$ cat config.mk
export PLATFORM = sky130hd
export DESIGN_NAME = divider
export DESIGN_NICKNAME = d
export VERILOG_FILES = /design/src/rtl/divider_pkg.sv /design/src/rtl/divider_div_step.sv /design/src/rtl/divider.sv
export SDC_FILE = /design/constraint.sdc
export NUM_CORES = 1
export LEC_CHECK = 0
export ABC_CLOCK_PERIOD_IN_PS = 3200
export BUFFER_PORTS_ARGS = -buffer_cell sky130_fd_sc_hd__buf_2
export CORE_MARGIN = 2
export CORE_UTILIZATION = 55
export CTS_BUF_LIST = sky130_fd_sc_hd__clkbuf_8
export DETAILED_ROUTE_END_ITERATION = 10
export PLACE_DENSITY = 0.78
export SYNTH_ARGS = -nofsm -noshare
export SYNTH_HDL_FRONTEND = slang
export SYNTH_SLANG_ARGS = --single-unit
$ cat constraint.sdc
create_clock -name clk -period 3.2 [get_ports clk]
set_input_delay 0.16 -clock clk [delete_from_list [all_inputs] [get_ports clk]]
set_output_delay 0.16 -clock clk [all_outputs]
set_load 0.005 [all_outputs]
$ cat src/rtl/divider_pkg.sv
// divider_pkg: shared MIPS execute-stage definitions used by the iterative
// divider and the instruction decoder.
//   - divider FSM state encoding (IDLE / CALC / FIX)
//   - DIV / DIVU select constants driven on the divider's sign input
package divider_pkg;

   localparam logic [1:0] DIV_ST_IDLE = 2'd0;
   localparam logic [1:0] DIV_ST_CALC = 2'd1;
   localparam logic [1:0] DIV_ST_FIX  = 2'd2;

   typedef enum logic [1:0] {
      ST_IDLE = DIV_ST_IDLE,
      ST_CALC = DIV_ST_CALC,
      ST_FIX  = DIV_ST_FIX
   } div_state_t;

   // Value the decoder places on the divider's sign input.
   localparam logic SEL_DIVU = 1'b0;
   localparam logic SEL_DIV  = 1'b1;

endpackage

$ cat src/rtl/divider_div_step.sv
// div_step: one combinational restoring-division step.
// Ports:
//   rem_in  [WITHD:0]   partial remainder before the step
//   bit_in              next dividend bit (MSB first)
//   divisor [WITHD-1:0] divisor magnitude
//   rem_out [WITHD:0]   partial remainder after the step
//   q_bit               quotient bit produced by the step
module div_step #(
   parameter int WITHD = 32
) (
   input  logic [WITHD:0]   rem_in,
   input  logic             bit_in,
   input  logic [WITHD-1:0] divisor,
   output logic [WITHD:0]   rem_out,
   output logic             q_bit
);

   logic [WITHD:0] shifted_s;
   logic [WITHD:0] trial_s;

   // Shift in the dividend bit, trial-subtract, keep or restore.
   always_comb begin
      shifted_s = (rem_in << 1) | {{WITHD{1'b0}}, bit_in};
      trial_s   = shifted_s - {1'b0, divisor};
      rem_out   = shifted_s;
      q_bit     = 1'b0;
      // The incoming remainder is always below the divisor, so the shifted
      // value fits in WITHD+1 bits and the trial MSB is a true sign bit.
      if (trial_s[WITHD] == 1'b0) begin
         rem_out = trial_s;
         q_bit   = 1'b1;
      end else begin
         rem_out = shifted_s;
         q_bit   = 1'b0;
      end
   end

endmodule

$ cat src/rtl/divider.sv
// divider: multi-cycle iterative integer divider for DIV / DIVU.
// One restoring step per clock on operand magnitudes, then a fix-up cycle
// that applies result signs. Fixed latency WITHD+2 cycles from start to done.
// Ports:
//   clk, rst_n          clock, asynchronous active-low reset
//   start               begin a division (ignored while busy)
//   sign                1 = DIV (signed), 0 = DIVU
//   a, b                dividend, divisor (captured with start)
//   busy                division in progress
//   done                one-cycle pulse, results valid
//   quot, rem           quotient (LO) and remainder (HI)
//   div_zero            last completed division had b == 0
module divider
   import divider_pkg::*;
#(
   parameter int WITHD = 32
) (
   input  logic             clk,
   input  logic             rst_n,
   input  logic             start,
   input  logic             sign,
   input  logic [WITHD-1:0] a,
   input  logic [WITHD-1:0] b,
   output logic             busy,
   output logic             done,
   output logic [WITHD-1:0] quot,
   output logic [WITHD-1:0] rem,
   output logic             div_zero
);

   localparam int CNT_W = $clog2(WITHD);

   // Two's-complement negate when en is set.
   function automatic logic [WITHD-1:0] cond_neg(input logic [WITHD-1:0] x,
                                                 input logic en);
      if (en) cond_neg = ~x + WITHD'(1);
      else    cond_neg = x;
   endfunction

   div_state_t       state_r;
   logic [CNT_W-1:0] cnt_r;
   logic [WITHD-1:0] dvd_r;      // dividend shifts out MSB-first, quotient shifts in
   logic [WITHD-1:0] dvs_r;
   logic [WITHD:0]   prem_r;
   logic [WITHD-1:0] a_raw_r;
   logic             q_neg_r;
   logic             r_neg_r;
   logic             zero_r;
   logic             done_r;
   logic             div_zero_r;
   logic [WITHD-1:0] quot_r;
   logic [WITHD-1:0] rem_r;

   logic             signed_op_s;
   logic [WITHD-1:0] a_mag_s;
   logic [WITHD-1:0] b_mag_s;
   logic [WITHD:0]   step_rem_s;
   logic             step_q_s;

   div_step #(.WITHD(WITHD)) u_step (
      .rem_in  (prem_r),
      .bit_in  (dvd_r[WITHD-1]),
      .divisor (dvs_r),
      .rem_out (step_rem_s),
      .q_bit   (step_q_s)
   );

   // Operand magnitudes; 0x80..0 negates to itself, which is the correct
   // unsigned magnitude.
   always_comb begin
      signed_op_s = (sign == SEL_DIV);
      a_mag_s     = cond_neg(a, signed_op_s & a[WITHD-1]);
      b_mag_s     = cond_neg(b, signed_op_s & b[WITHD-1]);
   end

   // FSM, operand/quotient shift registers, counter and result registers.
   always_ff @(posedge clk or negedge rst_n) begin
      if (!rst_n) begin
         state_r    <= ST_IDLE;
         cnt_r      <= {CNT_W{1'b0}};
         dvd_r      <= {WITHD{1'b0}};
         dvs_r      <= {WITHD{1'b0}};
         prem_r     <= {(WITHD+1){1'b0}};
         a_raw_r    <= {WITHD{1'b0}};
         q_neg_r    <= 1'b0;
         r_neg_r    <= 1'b0;
         zero_r     <= 1'b0;
         done_r     <= 1'b0;
         div_zero_r <= 1'b0;
         quot_r     <= {WITHD{1'b0}};
         rem_r      <= {WITHD{1'b0}};
      end else begin
         done_r <= 1'b0;
         case (state_r)
            ST_IDLE: begin
               if (start) begin
                  dvd_r   <= a_mag_s;
                  dvs_r   <= b_mag_s;
                  a_raw_r <= a;
                  q_neg_r <= signed_op_s & (a[WITHD-1] ^ b[WITHD-1]);
                  r_neg_r <= signed_op_s & a[WITHD-1];
                  zero_r  <= (b == {WITHD{1'b0}});
                  prem_r  <= {(WITHD+1){1'b0}};
                  cnt_r   <= {CNT_W{1'b0}};
                  state_r <= ST_CALC;
               end else begin
                  state_r <= ST_IDLE;
               end
            end
            ST_CALC: begin
               prem_r <= step_rem_s;
               dvd_r  <= {dvd_r[WITHD-2:0], step_q_s};
               cnt_r  <= cnt_r + CNT_W'(1);
               if (cnt_r == CNT_W'(WITHD-1)) begin
                  state_r <= ST_FIX;
               end else begin
                  state_r <= ST_CALC;
               end
            end
            ST_FIX: begin
               // Divide by zero overrides sign handling entirely.
               if (zero_r) begin
                  quot_r <= {WITHD{1'b1}};
                  rem_r  <= a_raw_r;
               end else begin
                  quot_r <= cond_neg(dvd_r, q_neg_r);
                  rem_r  <= cond_neg(prem_r[WITHD-1:0], r_neg_r);
               end
               div_zero_r <= zero_r;
               done_r     <= 1'b1;
               state_r    <= ST_IDLE;
            end
            default: begin
               state_r <= ST_IDLE;
            end
         endcase
      end
   end

   assign busy     = (state_r != ST_IDLE);
   assign done     = done_r;
   assign quot     = quot_r;
   assign rem      = rem_r;
   assign div_zero = div_zero_r;

endmodule

# Word-level counts from Yosys, hierarchy flattened
# Cells that the tools add are included.
# op_classes
reduce_logical	6
muxes	18
addsub	6
eq_ne	4
bitwise	9
# ops
op	count
32-bit 2-to-1 mux	9
32-bit by 1-bit adder with 32-bit output (second input constant)	4
32-bit NOT	4
32-bit one-hot mux with 2 select lines	2
33-bit by 1-bit OR with 33-bit output	1
33-bit by 32-bit subtractor with 33-bit output	1
32-bit zero test	1
5-bit one-hot mux with 2 select lines	1
5-bit by 1-bit adder with 5-bit output (second input constant)	1
5-bit == test (second input constant)	1
5-bit 2-to-1 mux	1
2-bit one-hot mux with 2 select lines	1
2-bit AND reduction	2
2-bit nonzero test	2
1-bit AND	3
1-bit 2-to-1 mux	3
2-bit by 1-bit == test with 1-bit output (second input constant)	1
2-bit == test (second input constant)	1
2-bit zero test	1
2-bit 2-to-1 mux	1
2-bit inequality test (second input constant)	1
1-bit bitwise XOR	1
# totals
out_inout_bits	67
reg_bits	204
elab_cells	56

# Logic depth before layout (Yosys ltp)
# Gate-level depths: netlist of the first run.
# depth
word_depth	5
ltp_mapped	15

# Modules after synthesis
# A second synthesis of the first run with hierarchy kept.
# hier_totals
cells_unflattened	1595
area_unflattened_um2	13464.2
# by_module_without_submodules
module	area_per_inst_um2	cells_each	instances	seq_area_each_um2
divider	10974.3	1235	1	5129.9
div_step	2489.9	360	1	0.0

# Worst setup path after synthesis of the first run
# Ideal clock, no wire load.
# synth_path
path_type	register -> register
start	register dvd_r[31]
end	register prem_r[12]
n_path_buf	2
setup_slack_ps	34
path_stages_with_launch	16
t_arrival_ps	3032
setup_time_ps	134
period_less_slack_ps	3166
cell_sequence	dfrtp_1 > inv_1 > ha_1 > fa_1 > nand2b_1 > a21o_1 > a21oi_1 > a32o_1 > a211oi_2 > o31ai_1 > a2111o_1 > nand4_1 > buf_4 > buf_6 > a32oi_1 > o31ai_1
# synth_between
elab_chain_cells	4
# synth_rtl
element	line	rtl
start: declaration	divider.sv:42	logic [WITHD-1:0] dvd_r;
start signal: assignment	divider.sv:81	dvd_r <= {WITHD{1'b0}};
start signal: assignment	divider.sv:97	dvd_r <= a_mag_s;
start signal: assignment	divider.sv:112	dvd_r <= {dvd_r[WITHD-2:0], step_q_s};
33-bit by 1-bit OR with 33-bit output	divider_div_step.sv:23	shifted_s = (rem_in << 1) | {{WITHD{1'b0}}, bit_in};
33-bit by 32-bit subtractor with 33-bit output	divider_div_step.sv:24	trial_s = shifted_s - {1'b0, divisor};
32-bit 2-to-1 mux	divider_div_step.sv:29	if (trial_s[WITHD] == 1'b0) begin
32-bit one-hot mux with 2 select lines	divider.sv:94	case (state_r)
end signal: assignment	divider.sv:83	prem_r <= {(WITHD+1){1'b0}};
end signal: assignment	divider.sv:103	prem_r <= {(WITHD+1){1'b0}};
end signal: assignment	divider.sv:111	prem_r <= step_rem_s;
end: declaration	divider.sv:44	logic [WITHD:0] prem_r;
# Every way passes these cells.
# A chain may end at the register's enable or synchronous reset.

# Worst setup path in the final report of the first run
# layout_path
start	register dvs_r[0]
end	register prem_r[0]
# layout_between
elab_chain_cells	3
# layout_rtl
element	line	rtl
start: declaration	divider.sv:43	logic [WITHD-1:0] dvs_r;
start signal: assignment	divider.sv:82	dvs_r <= {WITHD{1'b0}};
start signal: assignment	divider.sv:98	dvs_r <= b_mag_s;
33-bit by 32-bit subtractor with 33-bit output	divider_div_step.sv:24	
32-bit 2-to-1 mux	divider_div_step.sv:29	
32-bit one-hot mux with 2 select lines	divider.sv:94	
# Every way passes these cells.

==> flow_metrics.py, run 1 <==
metrics = {
    "critical_path": {
        "worst-setup-path-type": "flop to flop",
        "worst_setup_path_end_kind": "flop",
        "crit_path_cell_trace": "ha_4, fa_2, nand2b_4, a21o_1, a21oi_2, a32o_2, a211oi_4, o31ai_2, buf_4, a2111o_1, nand4_1, buf_4, clkbuf_16, or3_1, o311ai_1",
        "register_to_register_setup_slack_ns": -0.04,
        "critical_path.startpoint_type": "flop",
        "crit_required_ns": 3.62,
        "arrival_ns": 3.67,
        "cpMaxStageDelayCell": "dfrtp_1",
        "critical_path.most_common_cell": "buf_4",
        "max_stage_delay_ns": 0.41,
        "timing.critical_path.fanout_max": 7,
    },
    "sta": {
        "slew_headroom": 0.224,
        "fin_ws_ns": -0.0419,
        "setup_repair_after_global_routing_missed_its_margin": "yes",
        "finalHoldViolations": 0,
        "pins_over_their_slew_limit": 0,
        "worst_slew_pin_slew_ns": 1.16,
        "finalClockSkew_ns": 0.0189,
        "final.min_clock_period_ns": 3.24,
        "finalSetupViolations": 2,
        "fmax_mhz": 308,
        "post-route-period-util": 1.01,
    },
    "grt": {
        "antenna_violations_before_repair": 0,
        "wire_length_of_the_first_global_routing_pass_mm": 52.6,
        "gr-usage-all-layers": 0.268,
        "via_count_of_the_first_global_routing_pass": 10781,
        "grt_start_max_net_pins": 95,
        "globalRouteOverflowTotal": 0,
    },
    "drt": {
        "routed-via-count": 11250,
        "routed_wire_length_per_instance_um": 16.1,
        "wire_length_after_detailed_routing_mm": 32.0,
        "drcViolationCount": 1,
        "final_ant_viol_nets": 0,
        "vias_per_cell": 5.64,
        "drt_first_iter_violations": 686,
        "drtPass1Iterations": 8,
    },
    "logic_synthesis": {
        "synth.avg_cell_area_um2": 8.58,
        "ys_warnings": 0,
        "ys_dominant_reg_cell": "dfrtp_1",
        "postSynthRegisterBits": 204,
        "synth_async_sr_flop_share": 1.00,
        "synth_top_area_cell": "dfrtp_1",
        "synth.area.top_cells": "dfrtp_1, xor2_1, nand2_1",
        "cells_after_synth": 1440,
        "synth_cell_types": 59,
        "synth_enable_flop_cells": 0,
        "synth_area_um2": 12400,
        "synth.top_cell.area_share": 0.413,
        "syn_nets": 1547,
        "seq_area_frac_synth": 0.413,
    },
    "floorplan": {
        "floorplan.die.height_um": 154,
        "starting_utilization_of_the_core_area": 0.562,
        "ioPinCount": 135,
        "core_region_area_um2": 22000,
        "fp.dieW_um": 154,
        "std_cell_rows": 54,
        "floorplan_die_area_um2": 23700,
    },
    "clock_network": {
        "clock_tree_from_tritoncts": "done",
        "cts.sinks": 204,
        "cts-root-to-sink-buffers": 3,
        "worstSkewPairLatency_ns": 0.53,
        "clock_tree_root_driver_cell": "clkbuf_8",
        "cts-buffers-inserted": 36,
        "htreeDepth": 2,
        "clk_pin_slew_ns": 0.06,
    },
    "layout": {
        "fillcell_total": 1658,
        "finish.cell_count_without_fillers": 1994,
        "n_diodes": 0,
        "fin_util": 0.703,
        "layout_commonest_cell": "nand2_1",
        "layout-area-overhead-vs-synth_pct": 24.9,
        "design.final.nets": 1795,
        "mostFrequentLayoutCells": "nand2_1, dfrtp_1, buf_2",
        "layout-drive-gt1-share": 0.187,
    },
    "place": {
        "place_hpwl_mm": 22.0,
        "gp_congestion": 0.897,
        "numPlacedInstances": 1851,
        "placement.io_buffers": 134,
    },
    "worst_hold_path": {
        "holdCritPathClass": "primary input to asynchronous set/reset pin",
    },
    "status": {
        "failed_checks": "DRC, setup timing",
        "status": "finished, violations left",
    },
    "power": {
        "power.density_nw_per_um2": 1100,
        "p_total_mw": 17.0,
        "vdd_ir_max_uv": 643,
        "total_leakage_power_nw": 7.11,
    },
    "flow_run": {
        "drv_cap": 0,
    },
}
## timing repair
action,in CTS,in global routing
endpoints found under the setup margin,30,36
pin swaps,2,6
gates cloned,0,1
endpoints found under the hold margin,162,0
hold buffers,68,0
setup buffers,3,7
resized for setup,6,27
## sequential cells by signal, summed over array words and instances, names as in the netlist
register	cells
done	1
dvs_r	32
state_r	2
q_neg_r	1
zero_r	1
r_neg_r	1
a_raw_r	32
quot	32
div_zero	1
prem_r	32
dvd_r	32
cnt_r	5
rem	32
## cells in the mapped netlist (4+ instances only)
cell type    n
a21o_1      13
xnor2_1     51
clkbuf_1    64
buf_1       10
a21oi_1    111
nor2_1     104
o31ai_1     28
o41ai_1     21
nor2b_1      5
o21ai_0     95
xor2_1      97
and2_1       6
nand2b_1    17
o21a_1       7
o21ai_1     84
nand2_1    215
inv_1       52
and3_1       7
a22oi_1     30
dfrtp_1    204
mux2i_1     32
nor4_1      10
or4_1       10
ha_1        38
nand3_1     44
nor3_1      16
nand4_1      4
or3_1       10
a31oi_1      6
## worst max-delay path, delay by kind of cell (launching register included)
family                   cells  cell delay, ns
AND/OR/NAND/NOR              3            0.62
buffers and inverters        3            0.52
AO/OA/AOI/OAI                7            1.08
adder cells (fa/ha/maj)      2            0.52
flip-flops                   1            0.41
## through the flow
step                      instance area (um2)  TNS, ns  hold slack, ns  worst slack (ns)
after floorplan                         12400        0          -0.136            0.0344
after global placement                  13700   -0.583           0.244           -0.0490
after detailed placement                13700    -2.13           0.247            -0.125
after CTS                               15200  -0.0464           0.248           -0.0289
after global routing                    15400   -0.606           0.277            -0.137
final                                   15400  -0.0680           0.228           -0.0419
## final cells by class
class	count	area [um2]	area share
clock buffers	50	688	0.0446
clock inverters	14	88.8	0.00576
inverters	53	199	0.0129
multi-input cells	1105	6900	0.447
flip-flops and latches	204	5110	0.331
well taps	280	350	0.0227
repair buffers	288	2090	0.136
## where the power goes
group / internal [mW] / total (mW) / switching, mW
clock network: 1.47 / 2.56 / 1.09
registers: 3.61 / 4.59 / 0.980
logic: 4.80 / 9.85 / 5.05
total: 9.87 / 17.0 / 7.12
## worst paths after layout
kind | start | end | cells past startpoint
worst max-delay path | dvs_r[0] | prem_r[0] | 15
worst min-delay path | rst_n | quot[6] | 2
worst max register to register | dvs_r[0] | prem_r[0] | 15
worst min register to register | rem[0] | rem[0] | 2
max in group asynchronous | rst_n | dvd_r[26] | 3
min in group clk | start | a_raw_r[28] | 4
## kinds of logic (layout without fill, tap and decap cells)
group / count (synthesis) / count (layout) / share of synthesized area
muxes: 32 / 32 / 0.0259
DFF: 204 / 204 / 0.413
buffers and inverters: 131 / 405 / 0.0419
and+or+nand+nor: 467 / 467 / 0.173
xor gates and xnor gates: 148 / 148 / 0.105
AOI/OAI and AO/OA: 419 / 419 / 0.201
adders and majority gates: 39 / 39 / 0.0401
## metal layers
metal	global-route usage	wire (um)
met5	0	0
met4	0.0872	874
met3	0.0344	1540
met2	0.451	15200
met1	0.362	14400
(Power assumes the default switching activity.)
==> run 2, diff against run 1 <==
--- a/config.mk
+++ b/config.mk
@@ -5,12 +5,13 @@
 export SDC_FILE = /design/constraint.sdc
 export NUM_CORES = 1
 export LEC_CHECK = 0
-export ABC_CLOCK_PERIOD_IN_PS = 3200
+export ABC_CLOCK_PERIOD_IN_PS = 2800
 export BUFFER_PORTS_ARGS = -buffer_cell sky130_fd_sc_hd__buf_2
 export CORE_MARGIN = 2
 export CORE_UTILIZATION = 55
 export CTS_BUF_LIST = sky130_fd_sc_hd__clkbuf_8
 export DETAILED_ROUTE_END_ITERATION = 10
+export GPL_ROUTABILITY_DRIVEN = 0
 export PLACE_DENSITY = 0.78
 export SYNTH_ARGS = -nofsm -noshare
 export SYNTH_HDL_FRONTEND = slang
==> constraint.sdc (replaced) <==
create_clock -name clk -period 2.8 [get_ports clk]
set_input_delay 0.14 -clock clk [delete_from_list [all_inputs] [get_ports clk]]
set_output_delay 0.14 -clock clk [all_outputs]
set_load 0.005 [all_outputs]
==> flow_metrics.py, run 2 (synthesized netlist as in run 1, its figures left out) <==
metrics = {
    "power": {
        "vdd_ir_max_uv": 664,
        "total_leakage_power_nw": 7.31,
        "power.density_nw_per_um2": 1240,
    },
    "critical_path": {
        "timing.critical_path.fanout_max": 16,
        "crit_required_ns": 3.20,
        "critical_path.startpoint_type": "flop",
        "worst-setup-path-type": "flop to flop",
        "arrival_ns": 3.52,
        "worst_setup_path_end_kind": "flop",
    },
    "floorplan": {
        "floorplan.die.height_um": 154,
        "floorplan_die_area_um2": 23700,
        "fp.dieW_um": 154,
        "ioPinCount": 135,
        "core_region_area_um2": 22000,
        "std_cell_rows": 54,
        "starting_utilization_of_the_core_area": 0.562,
    },
    "layout": {
        "finish.cell_count_without_fillers": 2028,
        "layout-area-overhead-vs-synth_pct": 28.5,
        "mostFrequentLayoutCells": "nand2_1, dfrtp_1, buf_2",
        "fin_util": 0.723,
        "fillcell_total": 1577,
        "fin_area_um2": 15900,
        "layout-drive-gt1-share": 0.217,
        "design.final.nets": 1830,
        "layout_commonest_cell": "nand2_1",
        "n_diodes": 0,
    },
    "sta": {
        "worst_slew_pin_slew_ns": 1.21,
        "fin_ws_ns": -0.328,
        "pins_over_their_slew_limit": 0,
        "fmax_mhz": 320,
        "setup_repair_after_global_routing_missed_its_margin": "yes",
        "finalClockSkew_ns": 0.0152,
        "finalHoldViolations": 0,
        "slew_headroom": 0.190,
        "post-route-period-util": 1.12,
        "final.min_clock_period_ns": 3.13,
        "timing.hold.ws_ns": 0.173,
        "finalSetupViolations": 34,
    },
    "place": {
        "place_hpwl_mm": 22.7,
        "numPlacedInstances": 1892,
        "dpl-instance-area_um2": 14100,
        "placement.io_buffers": 134,
    },
    "clock_network": {
        "clk_pin_slew_ns": 0.06,
        "cts-buffers-inserted": 35,
        "cts.sinks": 204,
        "clock_tree_from_tritoncts": "done",
        "htreeDepth": 2,
        "worstSkewPairLatency_ns": 0.53,
        "clock_tree_root_driver_cell": "clkbuf_8",
        "cts-root-to-sink-buffers": 3,
    },
    "grt": {
        "grt_start_max_net_pins": 94,
        "antenna_violations_before_repair": 0,
        "via_count_of_the_first_global_routing_pass": 11146,
        "wire_length_of_the_first_global_routing_pass_mm": 54.3,
        "gr-usage-all-layers": 0.277,
        "globalRouteOverflowTotal": 0,
    },
    "status": {
        "status": "finished, violations left",
        "failed_checks": "setup timing",
    },
    "drt": {
        "drt_first_iter_violations": 885,
        "routed-via-count": 11567,
        "drcViolationCount": 0,
        "wire_length_after_detailed_routing_mm": 33.2,
        "drtPass1Iterations": 7,
        "final_ant_viol_nets": 0,
        "routed_wire_length_per_instance_um": 16.4,
        "vias_per_cell": 5.70,
    },
    "worst_hold_path": {
        "holdCritPathClass": "primary input to flop",
    },
    "flow_run": {
        "drv_cap": 0,
    },
}
-- run 2: cell type report --
| type | count | area, um2 | area share |
|---|---|---|---|
| clock buffers | 42 | 578 | 0.0364 |
| clock inverters | 20 | 124 | 0.00780 |
| inverters | 53 | 199 | 0.0125 |
| multi-input cells | 1105 | 7130 | 0.449 |
| flip-flops and latches | 204 | 5110 | 0.322 |
| well taps | 280 | 350 | 0.0221 |
| repair buffers | 324 | 2390 | 0.150 |
-- run 2: worst paths after layout --
| kind | startpoint | end | slack (ns) | cells past startpoint |
|---|---|---|---|---|
| setup / recovery | dvs_r[0] | prem_r[29] | -0.33 | 14 |
| hold / removal | a[14] | dvd_r[18] | 0.17 | 5 |
| setup reg to reg | dvs_r[0] | prem_r[29] | -0.33 | 14 |
| hold reg to reg | dvs_r[6] | dvs_r[6] | 0.48 | 2 |
| max in group asynchronous | rst_n | quot[25] | 1.77 | 3 |
| min in group asynchronous | rst_n | quot[6] | 0.24 | 2 |
-- run 2: routing by layer --
metal  global-route usage  part of all wire
met1                0.377              0.44
met2                0.468              0.48
met3               0.0347             0.056
met4               0.0806             0.026
met5                    0                 0
-- run 2: what timing repair did --
| item | CTS | global route |
|---|---|---|
| endpoints found under the hold margin | 174 | 0 |
| cloned | 0 | 0 |
| hold buffers | 67 | 0 |
| setup endpoints to repair | 45 | 54 |
| buffers inserted | 2 | 6 |
| pin swaps | 2 | 12 |
| gates resized for setup | 14 | 46 |
-- run 2: where the power goes --
part	switching [mW]	total, mW	internal [mW]
registers	1.09	5.21	4.12
clock network	1.25	2.72	1.47
logic	6.00	11.7	5.70
-- run 2: metrics by stage --
step | power (mW) | TNS [ns] | worst slack, ns
floorplan | 12.5 | -1.46 | -0.0727
global placement | 15.7 | -7.17 | -0.248
detailed placement | 16.1 | -9.35 | -0.316
CTS | 19.1 | -9.00 | -0.323
global route | 21.2 | -13.63 | -0.462
finish | 19.6 | -8.83 | -0.328
-- run 2: critical path, stage by stage, from the launching register on --
cell and delay, ns:
dfrtp_1 0.41, ha_4 0.18, fa_2 0.36, nand2b_4 0.16
a21o_1 0.16, a21oi_2 0.18, a32o_2 0.27, a211oi_4 0.10
o31ai_4 0.23, a2111o_1 0.19, nand4_1 0.13, buf_12 0.20
buf_4 0.14, mux2i_2 0.18, o21ai_1 0.09
==> run 3, diff against run 2 <==
--- a/config.mk
+++ b/config.mk
@@ -5,14 +5,15 @@
 export SDC_FILE = /design/constraint.sdc
 export NUM_CORES = 1
 export LEC_CHECK = 0
-export ABC_CLOCK_PERIOD_IN_PS = 2800
+export ABC_AREA = 1
+export ABC_CLOCK_PERIOD_IN_PS = 2600
 export BUFFER_PORTS_ARGS = -buffer_cell sky130_fd_sc_hd__buf_2
 export CORE_MARGIN = 2
-export CORE_UTILIZATION = 55
+export CORE_UTILIZATION = 56
 export CTS_BUF_LIST = sky130_fd_sc_hd__clkbuf_8
 export DETAILED_ROUTE_END_ITERATION = 10
 export GPL_ROUTABILITY_DRIVEN = 0
-export PLACE_DENSITY = 0.78
+export PLACE_DENSITY = 0.79
 export SYNTH_ARGS = -nofsm -noshare
 export SYNTH_HDL_FRONTEND = slang
 export SYNTH_SLANG_ARGS = --single-unit
==> constraint.sdc (replaced) <==
create_clock -name clk -period 2.6 [get_ports clk]
set_input_delay 0.13 -clock clk [delete_from_list [all_inputs] [get_ports clk]]
set_output_delay 0.13 -clock clk [all_outputs]
set_load 0.005 [all_outputs]
==> flow_metrics.py, run 3 <==
metrics = {
    "critical_path": {
        "critical_path.most_common_cell": "nand2_1",
        "cpMaxStageDelayCell": "dfrtp_1",
        "crit_required_ns": 3.03,
        "r2r-end": "prem_r[27]",
        "crit_buf_inv": 1,
        "critical_path.startpoint_type": "flop",
        "max_stage_delay_ns": 0.48,
        "register_to_register_setup_slack_ns": 0.14,
        "arrival_ns": 2.89,
        "worst-setup-path-type": "flop to flop",
        "timing.critical_path.fanout_max": 6,
        "worst_r2r_path_depth": 13,
        "worst_path_dominant_cell_family": "simple AND/OR/NAND/NOR gates",
        "r2r_start": "prem_r[12]",
        "crit_path_cell_trace": "ha_1, nand2_1, nor2_1, inv_1, nor3_1, and2_1, nand2_1, nand2_1, nand2_1, nand2_1, nand2_1, nand3_1, nand2_1",
        "worst_setup_path_end_kind": "flop",
    },
    "floorplan": {
        "fp.dieW_um": 164,
        "core_region_area_um2": 25200,
        "floorplan.die.height_um": 164,
        "starting_utilization_of_the_core_area": 0.570,
        "std_cell_rows": 58,
        "ioPinCount": 135,
        "floorplan_die_area_um2": 26900,
    },
    "grt": {
        "grt_start_max_net_pins": 107,
        "antenna_violations_before_repair": 0,
        "gr-usage-all-layers": 0.335,
        "globalRouteOverflowTotal": 0,
        "wire_length_of_the_first_global_routing_pass_mm": 71.9,
        "via_count_of_the_first_global_routing_pass": 14055,
    },
    "sta": {
        "totalNegativeSetupSlack_ns": 0,
        "worst_slew_pin_slew_ns": 1.05,
        "finalSetupViolations": 0,
        "post-route-period-util": 0.947,
        "finalHoldViolations": 0,
        "setup_repair_after_global_routing_missed_its_margin": "no",
        "fin_ws_ns": 0.137,
        "final.min_clock_period_ns": 2.46,
        "slew_headroom": 0.297,
        "pins_over_their_slew_limit": 0,
        "finalClockSkew_ns": 0.0273,
        "fmax_mhz": 406,
    },
    "power": {
        "vdd_ir_max_uv": 722,
        "power.clock.fraction": 0.137,
        "p_total_mw": 22.6,
        "power.density_nw_per_um2": 1340,
        "total_leakage_power_nw": 8.96,
        "internal_power_mw": 11.0,
        "p_comb_frac": 0.615,
        "power.share.switching": 0.513,
        "seq_power_share": 0.248,
        "power_spent_charging_and_discharging_nets_mw": 11.6,
    },
    "clock_network": {
        "clock_tree_from_tritoncts": "done",
        "worstSkewPairLatency_ns": 0.55,
        "htreeDepth": 2,
        "cts-root-to-sink-buffers": 3,
        "cts-buffers-inserted": 37,
        "clock_tree_root_driver_cell": "clkbuf_8",
        "cts.sinks": 204,
        "clk_pin_slew_ns": 0.06,
    },
    "drt": {
        "drt_first_iter_violations": 1859,
        "final_ant_viol_nets": 0,
        "drtPass1Iterations": 6,
        "drcViolationCount": 0,
        "routed-via-count": 15327,
        "wire_length_after_detailed_routing_mm": 45.1,
        "routed_wire_length_per_instance_um": 16.9,
        "vias_per_cell": 5.73,
    },
    "layout": {
        "layout_commonest_cell": "nand2_1",
        "fin_util": 0.668,
        "finish.cell_count_without_fillers": 2675,
        "mostFrequentLayoutCells": "nand2_1, inv_1, nand3_1",
        "layout-drive-gt1-share": 0.124,
        "fillcell_total": 2146,
        "n_diodes": 0,
        "design.final.nets": 2428,
        "layout-area-overhead-vs-synth_pct": 17.1,
    },
    "logic_synthesis": {
        "postSynthRegisterBits": 204,
        "synth.top_cell.area_share": 0.355,
        "ys_top_cells_by_count": "nand2_1, inv_1, nand3_1",
        "cells_after_synth": 2123,
        "post-synth-top-count-cell": "nand2_1",
        "seq_area_frac_synth": 0.355,
        "synth_async_sr_flop_share": 1.00,
        "synth_top_area_cell": "dfrtp_1",
        "syn_nets": 2230,
        "ys_warnings": 0,
        "synth.area.top_cells": "dfrtp_1, nand2_1, inv_1",
        "synth.avg_cell_area_um2": 6.77,
        "synth_area_um2": 14400,
        "ys_dominant_reg_cell": "dfrtp_1",
        "synth_cell_types": 53,
        "synth_enable_flop_cells": 0,
    },
    "worst_hold_path": {
        "hold_path.startpoint": "b[2]",
        "whs_path_depth": 4,
        "worst_hold_path.endpoint": "dvs_r[2]",
        "holdCritPathClass": "primary input to flop",
    },
    "place": {
        "placement.io_buffers": 134,
        "numPlacedInstances": 2547,
        "dp_slack_ns": 0.0692,
        "place_hpwl_mm": 32.9,
    },
    "flow_run": {
        "drv_cap": 0,
    },
    "status": {
        "status": "completed",
    },
}
==> run 3: cell count changes after synthesis, moves of 32 or more <==
cell     previous run  this run
nand3_1            44       220
mux2i_1            32         0
a21oi_1           111        48
inv_1              52       313
xor2_1             97        46
nand2_1           215       609
xnor2_1            51        18
nor2_1            104       175
o21ai_1            84         3
==> run 3: metrics by stage <==
| stage | hold WS [ns] | cell area [um2] |
|---|---|---|
| after CTS | 0.00489 | 16800 |
| after detailed placement | 0.180 | 15400 |
| after global placement | 0.178 | 15400 |
| final | 0.0201 | 16800 |
| after floorplan | -0.166 | 14400 |
| after global routing | 0.0394 | 16800 |
==> run 3: cells by family (layout without fill, tap and decap cells) <==
| group | Yosys count | in the layout | synth area share |
|---|---|---|---|
| AND/OR/NAND/NOR | 1130 | 1130 | 0.340 |
| AO/OA/AOI/OAI | 294 | 294 | 0.123 |
| buffers and inverters | 392 | 614 | 0.108 |
| XOR/XNOR | 64 | 64 | 0.0390 |
| flip-flops | 204 | 204 | 0.355 |
| adder cells (fa/ha/maj) | 39 | 39 | 0.0345 |
==> run 3: layer usage <==
| metal | wire length [um] | track usage |
|---|---|---|
| met3 | 4480 | 0.0626 |
| met4 | 1550 | 0.121 |
| met1 | 19000 | 0.476 |
| met5 | 0 | 0 |
| met2 | 20100 | 0.510 |
==> run 3: worst max-delay path by stage <==
stage | slack, ns | to | start | cells past startpoint
after global routing | 0.009 | prem_r[27] | prem_r[13] | 13
after detailed placement | 0.07 | prem_r[28] | dvd_r[31] | 17
after CTS | 0.02 | prem_r[28] | dvd_r[31] | 17
final | 0.14 | prem_r[27] | prem_r[12] | 13
after global placement | 0.15 | prem_r[31] | dvd_r[31] | 17
after floorplan | 0.37 | prem_r[14] | dvd_r[31] | 19
==> run 3: timing repair <==
item	CTS	global route
endpoints found under the hold margin	152	0
setup buffers	0	4
endpoints found under the setup margin	0	36
resized for setup	0	5
hold buffers	61	0
==> run 3: cell type report <==
| type | instances | area (um2) | area share |
|---|---|---|---|
| Tap cell | 330 | 413 | 0.0245 |
| Clock buffer | 45 | 619 | 0.0368 |
| Timing Repair Buffer | 233 | 1630 | 0.0970 |
| Inverter | 318 | 1190 | 0.0709 |
| Sequential cell | 204 | 5100 | 0.303 |
| Multi-Input combinational cell | 1527 | 7750 | 0.460 |
| Clock inverter | 18 | 118 | 0.00699 |
==> run 3: power by group through the flow <==
stage	clock, mW	sequential [mW]	combinational, mW
after global routing	3.25	5.71	15.6
after CTS	3.11	5.55	13.5
after detailed placement	0	5.59	13.3
after floorplan	0	5.23	10.2
final	3.09	5.60	13.9
after global placement	0	5.55	13.1
==> run 3: worst reg2reg max path: stages (launching register included) <==
cell     delay [ns]
dfrtp_1        0.48
ha_1           0.39
nand2_1        0.11
nor2_1         0.18
inv_1          0.09
nor3_1         0.36
and2_1         0.19
nand2_1        0.13
nand2_1        0.10
nand2_1        0.05
nand2_1        0.08
nand2_1        0.06
nand3_1        0.07
nand2_1        0.06
